==> config.mk <==
export PLATFORM = sky130hd
export DESIGN_NAME = eth_pkt_rd_sched
export DESIGN_NICKNAME = d
export VERILOG_FILES = /design/src/rtl/eth_pkt_pkg.sv /design/src/rtl/eth_pkt_gap_timer.sv /design/src/rtl/eth_pkt_rd_sched.sv
export SDC_FILE = /design/constraint.sdc
export NUM_CORES = 1
export LEC_CHECK = 0
export CORE_MARGIN = 2
export CORE_UTILIZATION = 50
export CTS_BUF_LIST = sky130_fd_sc_hd__clkbuf_8
export CTS_CLUSTER_SIZE = 40
export DETAILED_ROUTE_END_ITERATION = 8
export PLACE_DENSITY = 0.92
export SLEW_MARGIN = 20
export SYNTH_ARGS = -nofsm -noshare
export SYNTH_HDL_FRONTEND = slang
export SYNTH_SLANG_ARGS = --single-unit
export TNS_END_PERCENT = 100
==> constraint.sdc <==
create_clock -name clk -period 3.3 [get_ports clk]
set_input_delay 0.66 -clock clk [delete_from_list [all_inputs] [get_ports clk]]
set_output_delay 0.66 -clock clk [all_outputs]
set_load 0.05 [all_outputs]
==> src/rtl/eth_pkt_pkg.sv <==
// eth_pkt_pkg: shared types and constants for the Ethernet packet FIFO read side.
//   state_t        scheduler FSM states
//   ETH_DATA_WIDTH FIFO / TX word width
//   ETH_FIFO_AW    FIFO address width (levels and counters are one bit wider)
//   ETH_BYTE_NUM_W width of the TX core byte-count field
package eth_pkt_pkg;

    localparam int unsigned ETH_DATA_WIDTH = 32;
    localparam int unsigned ETH_FIFO_AW    = 10;
    localparam int unsigned ETH_BYTE_NUM_W = 16;

    typedef enum logic [2:0] {
        StIdle,
        StStart,
        StXfer,
        StWaitDone,
        StGap
    } state_t;

endpackage

==> src/rtl/eth_pkt_gap_timer.sv <==
// eth_pkt_gap_timer: inter-packet gap counter.
//   clk, rst : clock, asynchronous active-high reset
//   load     : clear the count (entry into the gap)
//   count    : advance while the gap is in progress
//   expire   : last gap cycle; the gap lasts max(IFG_CYCLES, 1) cycles
module eth_pkt_gap_timer #(
    parameter int unsigned IFG_CYCLES = 12
) (
    input  logic clk,
    input  logic rst,
    input  logic load,
    input  logic count,
    output logic expire
);

    localparam int unsigned CW = (IFG_CYCLES > 2) ? $clog2(IFG_CYCLES) : 1;

    logic [CW-1:0] cnt_q;

    // With 0 or 1 gap cycles the very first gap cycle is also the last.
    assign expire = (IFG_CYCLES <= 1) ? 1'b1 : (cnt_q == CW'(IFG_CYCLES - 1));

    always_ff @(posedge clk or posedge rst) begin
        if (rst) begin
            cnt_q <= '0;
        end else if (load) begin
            cnt_q <= '0;
        end else if (count && !expire) begin
            cnt_q <= cnt_q + 1'b1;
        end
    end

endmodule

==> src/rtl/eth_pkt_rd_sched.sv <==
// eth_pkt_rd_sched: read-side packet scheduler between the packet FIFO and the UDP TX core.
// Waits for a whole packet to be buffered, pulses tx_start_en, forwards the TX core's word
// requests to the FIFO read enable, then enforces an inter-packet gap.
//   clk, rst       : FIFO rd_clk, asynchronous active-high reset
//   cfg_pkt_words  : packet length in words, sampled while idle
//   fifo_rd_data   : FIFO read data (one cycle after fifo_rd_en)
//   fifo_empty     : FIFO empty
//   fifo_rd_level  : FIFO read-side water level
//   fifo_rd_en     : FIFO read enable
//   tx_start_en    : one-cycle start pulse to the TX core
//   tx_byte_num    : packet byte count, held until the next start
//   tx_req         : TX core word request
//   tx_data        : word to the TX core (pass-through of fifo_rd_data)
//   tx_done        : TX core end-of-packet pulse
//   busy           : scheduler not idle
//   underflow_err  : sticky; a request arrived while the FIFO was empty
// Optional statistics outputs (stat_pkt_cnt, stat_underflow_cnt) when
// ETH_PKT_RD_SCHED_STATS_EN is defined.
module eth_pkt_rd_sched
    import eth_pkt_pkg::*;
#(
    parameter int unsigned DATA_WIDTH     = ETH_DATA_WIDTH,
    parameter int unsigned ADDR_WIDTH     = ETH_FIFO_AW,
    parameter int unsigned BYTES_PER_WORD = 4,
    parameter int unsigned IFG_CYCLES     = 12
) (
    input  logic                      clk,
    input  logic                      rst,
    input  logic [ADDR_WIDTH:0]       cfg_pkt_words,
    input  logic [DATA_WIDTH-1:0]     fifo_rd_data,
    input  logic                      fifo_empty,
    input  logic [ADDR_WIDTH:0]       fifo_rd_level,
    output logic                      fifo_rd_en,
    output logic                      tx_start_en,
    output logic [ETH_BYTE_NUM_W-1:0] tx_byte_num,
    input  logic                      tx_req,
    output logic [DATA_WIDTH-1:0]     tx_data,
    input  logic                      tx_done,
    output logic                      busy,
    output logic                      underflow_err
`ifdef ETH_PKT_RD_SCHED_STATS_EN
    ,
    output logic [31:0]               stat_pkt_cnt,
    output logic [15:0]               stat_underflow_cnt
`endif
);

    state_t                    state_q;
    logic [ADDR_WIDTH:0]       pkt_len_q;
    logic [ADDR_WIDTH:0]       rd_cnt_q;
    logic [ADDR_WIDTH:0]       rd_cnt_next;
    logic                      tx_start_en_q;
    logic [ETH_BYTE_NUM_W-1:0] tx_byte_num_q;
    logic                      underflow_q;
    logic                      rd_ok;
    logic                      underflow_hit;
    logic                      in_pkt;
    logic                      gap_load;
    logic                      gap_expire;

    assign rd_ok = (state_q == StXfer) && tx_req && !fifo_empty && (rd_cnt_q < pkt_len_q);
    assign underflow_hit = (state_q == StXfer) && tx_req && fifo_empty;
    assign rd_cnt_next = rd_cnt_q + 1'b1;

    // tx_done is honoured in START/XFER (abort) and WAIT_DONE (normal end).
    assign in_pkt = (state_q == StStart) || (state_q == StXfer) || (state_q == StWaitDone);
    assign gap_load = in_pkt && tx_done;

    assign fifo_rd_en    = rd_ok;
    assign tx_data       = fifo_rd_data;
    assign tx_start_en   = tx_start_en_q;
    assign tx_byte_num   = tx_byte_num_q;
    assign busy          = (state_q != StIdle);
    assign underflow_err = underflow_q;

    eth_pkt_gap_timer #(
        .IFG_CYCLES (IFG_CYCLES)
    ) u_gap_timer (
        .clk    (clk),
        .rst    (rst),
        .load   (gap_load),
        .count  (state_q == StGap),
        .expire (gap_expire)
    );

    always_ff @(posedge clk or posedge rst) begin
        if (rst) begin
            state_q       <= StIdle;
            pkt_len_q     <= '0;
            rd_cnt_q      <= '0;
            tx_start_en_q <= 1'b0;
            tx_byte_num_q <= '0;
            underflow_q   <= 1'b0;
        end else begin
            tx_start_en_q <= 1'b0;
            if (underflow_hit) begin
                underflow_q <= 1'b1;
            end
            if (rd_ok) begin
                rd_cnt_q <= rd_cnt_next;
            end
            case (state_q)
                StIdle: begin
                    pkt_len_q <= cfg_pkt_words;
                    rd_cnt_q  <= '0;
                    if ((cfg_pkt_words != '0) && (fifo_rd_level >= cfg_pkt_words)) begin
                        state_q       <= StStart;
                        tx_start_en_q <= 1'b1;
                        // Same value as pkt_len, which is latched on this edge.
                        tx_byte_num_q <= ETH_BYTE_NUM_W'(cfg_pkt_words * BYTES_PER_WORD);
                    end
                end
                StStart: begin
                    state_q <= tx_done ? StGap : StXfer;
                end
                StXfer: begin
                    if (tx_done) begin
                        state_q <= StGap;
                    end else if (rd_ok && (rd_cnt_next == pkt_len_q)) begin
                        state_q <= StWaitDone;
                    end
                end
                StWaitDone: begin
                    if (tx_done) begin
                        state_q <= StGap;
                    end
                end
                StGap: begin
                    if (gap_expire) begin
                        state_q <= StIdle;
                    end
                end
                default: begin
                    state_q <= StIdle;
                end
            endcase
        end
    end

`ifdef ETH_PKT_RD_SCHED_STATS_EN
    logic [31:0] stat_pkt_q;
    logic [15:0] stat_uf_q;

    assign stat_pkt_cnt       = stat_pkt_q;
    assign stat_underflow_cnt = stat_uf_q;

    always_ff @(posedge clk or posedge rst) begin
        if (rst) begin
            stat_pkt_q <= '0;
            stat_uf_q  <= '0;
        end else begin
            // Only completed packets count; aborts are excluded.
            if ((state_q == StWaitDone) && tx_done && (stat_pkt_q != '1)) begin
                stat_pkt_q <= stat_pkt_q + 1'b1;
            end
            if (underflow_hit && (stat_uf_q != '1)) begin
                stat_uf_q <= stat_uf_q + 1'b1;
            end
        end
    end
`endif

endmodule

==> results of run 1 <==
==> worst max path at each step <==
stage / startpoint / end / slack [ns] / cells past startpoint
6_report: pkt_len_q[8]$_DFFE_PP0P_ / fifo_rd_en / 0.31 / 9
5_1_grt: pkt_len_q[8]$_DFFE_PP0P_ / fifo_rd_en / 0.16 / 9
4_1_cts: pkt_len_q[8]$_DFFE_PP0P_ / fifo_rd_en / 0.30 / 9
3_5_place_dp: cfg_pkt_words[10] / tx_byte_num[11]$_DFFE_PP0P_ / 0.16 / 6
3_3_place_gp: cfg_pkt_words[10] / tx_byte_num[9]$_DFFE_PP0P_ / 0.24 / 6
2_1_floorplan: pkt_len_q[8]$_DFFE_PP0P_ / fifo_rd_en / 0.54 / 8
==> where the power goes <==
group / switching (mW) / leakage, nW / total, mW / internal (mW)
registers: 0.137 / 0.533 / 0.835 / 0.699
logic: 0.760 / 0.915 / 1.23 / 0.471
clock network: 0.192 / 0.0504 / 0.417 / 0.225
total: 1.09 / 1.50 / 2.48 / 1.40
==> cell families (layout without fill, tap and decap cells) <==
kind of cell,Yosys count,count (layout),synth area share
buf+inv,80,92,0.150
simple gates,83,83,0.149
other cells,1,5,0.00127
xor+xnor,14,14,0.0414
mux,14,14,0.0520
compound gates,65,65,0.150
flops,42,42,0.355
fa+ha+maj,24,24,0.101
==> cell usage in the layout, fill, tap and decap left out, types with 7 or more instances in the layout <==
master / n
inv_1: 37
o21ai_0: 24
nand3_1: 11
mux2_2: 11
dfrtp_1: 42
nand2_1: 26
nor2_1: 9
ha_1: 24
nand4_1: 7
xnor2_1: 10
clkdlybuf4s50_1: 40
a21oi_1: 12
==> metal layers <==
metal | up-vias | part of all wire | GRT usage
met5 | - | 0 | 0
met4 | 0 | 0.031 | 0.0763
met3 | 23 | 0.066 | 0.0522
met2 | 97 | 0.50 | 0.379
met1 | 1148 | 0.41 | 0.248
li1 | 1128 | - | -
==> critical path, delay by kind of cell (launching register included) <==
family,cells,cell delay (ns)
AOI/OAI and AO/OA,3,0.65
buffers and inverters,3,0.48
DFF,1,0.41
adders and majority gates,1,0.27
and+or+nand+nor,2,0.23
==> cell type report <==
class / count / area share
well taps: 75 / 0.0280
multi-input cells: 205 / 0.444
flip-flops and latches: 42 / 0.314
clock buffers: 5 / 0.0206
repair buffers: 47 / 0.139
clock inverters: 3 / 0.0135
inverters: 37 / 0.0415
==> state kept, by name, indices dropped and copies added (netlist names) <==
name               count
pkt_len_q             11
state_q                3
tx_byte_num           11
rd_cnt_q              11
underflow_err          1
tx_start_en            1
u_gap_timer.cnt_q      4
==> synthesized netlist by cell type (2+ instances only) <==
library cell and instances:
or3_1 2, buf_2 2, o221ai_1 6, xnor2_1 10
nand3_1 11, or4_1 3, a21oi_1 12, o211ai_1 6
xor2_1 4, buf_4 38, o211a_1 2, nor2b_1 5
nor3_1 6, inv_1 37, mux2i_1 3, mux2_2 11
nor2_1 9, a21o_1 2, nand2_1 26, o21ai_0 24
nor4_1 3, dfrtp_1 42, ha_1 24, nand2b_1 3
clkbuf_1 3, nand4_1 7
==> results.md, run 1 <==
- **status** completed
- **beginning of the worst register-to-register path** state_q[2]$_DFFE_PP0P_
- **Core Footprint** 0.00582 mm2
- **hold-critical path endpoint** underflow_err$_DFFE_PP0P_
- **Yosys top cell by area** dfrtp_1
- **initial antenna violation count** 0
- **number of flops mapped to enable cells by yosys** 0
- **number of design-rule violations left by the first detailed-router iteration** 162
- **category of the worst setup path capture point** output pin
- **die extent in y** 81.0 um
- **per-cell routed wire length** 15.7 um
- **critical path, cell by cell** inv_1 > ha_1 > a21o_1 > a21oi_1 > nand2_1 > o211ai_1 > nand2_1 > inv_1 > buf_12
- **number of hold buffers added after CTS** 0
- **dominant register cell in the synthesized netlist** dfrtp_1
- **total power consumption of the routed design** 2.48 mW
- **Num CTS Buffers** 5
- **power density over the cells** 742 mW/mm2
- **Critical R2R Capture** tx_byte_num[8]$_DFFE_PP0P_
- **post-cts gate resize count** 0
- **Seq. cell area** 0.00105 mm2
- **core occupancy in the finished layout** 0.576
- **overall track demand over capacity in global routing** 0.213
- **Final min period** 2.99 ns
- **register clock-pin slew on the reported worst setup and hold paths** 0.09 ns
- **post-synthesis cell area** 0.00296 mm2
- **placement-stage cell area** 0.00323 mm2
- **leak pwr** 1.50 nW
- **dominant cells by area after synthesis** dfrtp_1 35%, ha_1 10%, buf_4 9.6%
- **worst-margin pin slew** 0.591 ns
- **slowest cell on the critical path** dfrtp_1
- **post-route insts no fill** 414
- **Post-Place Cells** 406
- **Maximum Capacitance Violations** 0
- **average cell area after synthesis** 9.17 um2
- **placement-stage worst setup slack** 0.163 ns
- **Worst Clk Skew** 0.0101 ns
- **post-route antenna net violation count** 0
- **largest net degree at the start of global routing** 43
- **share of the synthesized area in the top cell type** 0.355
- **share of layout cells above drive strength 1** 0.100
- **Layout area overhead** 13.1%
- **clock latency at the later pin of the worst-skew pair** 0.30 ns
- **overall die area** 0.00655 mm2
- **register-to-register setup slack** 0.88 ns
- **beginning of the worst hold path** underflow_err$_DFFE_PP0P_
- **post-route cell area** 0.00335 mm2
- **antenna diode count** 0
- **CTS Sinks** 42
- **number of library cell types mapped by synthesis** 48
- **element type at the critical path start** register
- **wire length of the first global-routing pass** 10.8 mm
- **Final Hold Violating Endpoints** 0
- **Setup Crit Path Kind** reg2out
- **buffer count from post-CTS setup fixing** 0
- **worst hold slack after final layout** 0.471 ns
- **number of buffers on the longest clock path** 2
- **number of fill cells in the layout** 494
- **ratio of final minimum period to clock period** 0.905
- **number of detailed-route iterations in the first pass** 4
- **number of global-route vias before repair** 2,345
- **proportion of register bits with asynchronous set or reset after synthesis** 1.00
- **worst endpoint required time** 2.64 ns
- **synth warn** 0
- **leftover overflow at the end of global routing** 0
- **Initial Util** 0.509
- **Setup-failing EPs final** 0
- **width of the die** 81.0 um
- **library cell used as clock root buffer** clkbuf_8
- **IO Port Bufs** 41
- **synthesis-stage register bit count** 42
- **Via-to-Cell Ratio** 5.79
- **Final TNS setup** 0 ns
- **hold crit path type** reg2reg
- **Worst path max stage delay** 0.41 ns
- **standard-cell rows** 28
- **area of the multi-input gates** 0.00149 mm2
- **part of the Yosys area used for sequential elements** 0.355
- **H-tree Lvls** 2
- **largest voltage drop on the vdd net** 0.000578 V
- **net count reported at finish** 421
- **worst-case headroom to the max-slew limit** 0.606
- **critical path arrival** 2.33 ns
- **Boundary Pins** 111
- **cells after synthesis** 323
- **smallest setup slack after layout** 0.314 ns
- **FF-to-FF path depth** 6
- **Highest Clock Rate** 0.335 GHz
- **last weighted congestion value of the routability-driven placer** 0.888
- **unrepaired setup endpoints after global routing** no
- **DRC** 0
- **hold-critical path depth** 1
- **HPWL Detailed** 5.00 mm
- **final routed wirelength across all metal layers** 6.50 mm
- **via total after detailed routing** 2,396
- **count of pins over their slew limit** 0
- **CP max FO** 3
- **CTS tree** done
(Power assumes the default switching activity.)
==> inputs of run 2 (changes only) <==
--- a/config.mk
+++ b/config.mk
@@ -11,6 +11,7 @@
 export CTS_CLUSTER_SIZE = 40
 export DETAILED_ROUTE_END_ITERATION = 8
 export PLACE_DENSITY = 0.92
+export SKIP_CTS_REPAIR_TIMING = 1
 export SLEW_MARGIN = 20
 export SYNTH_ARGS = -nofsm -noshare
 export SYNTH_HDL_FRONTEND = slang
==> results of run 2 <==
No change in the layout: final DEF, timing and power equal those of run 1.
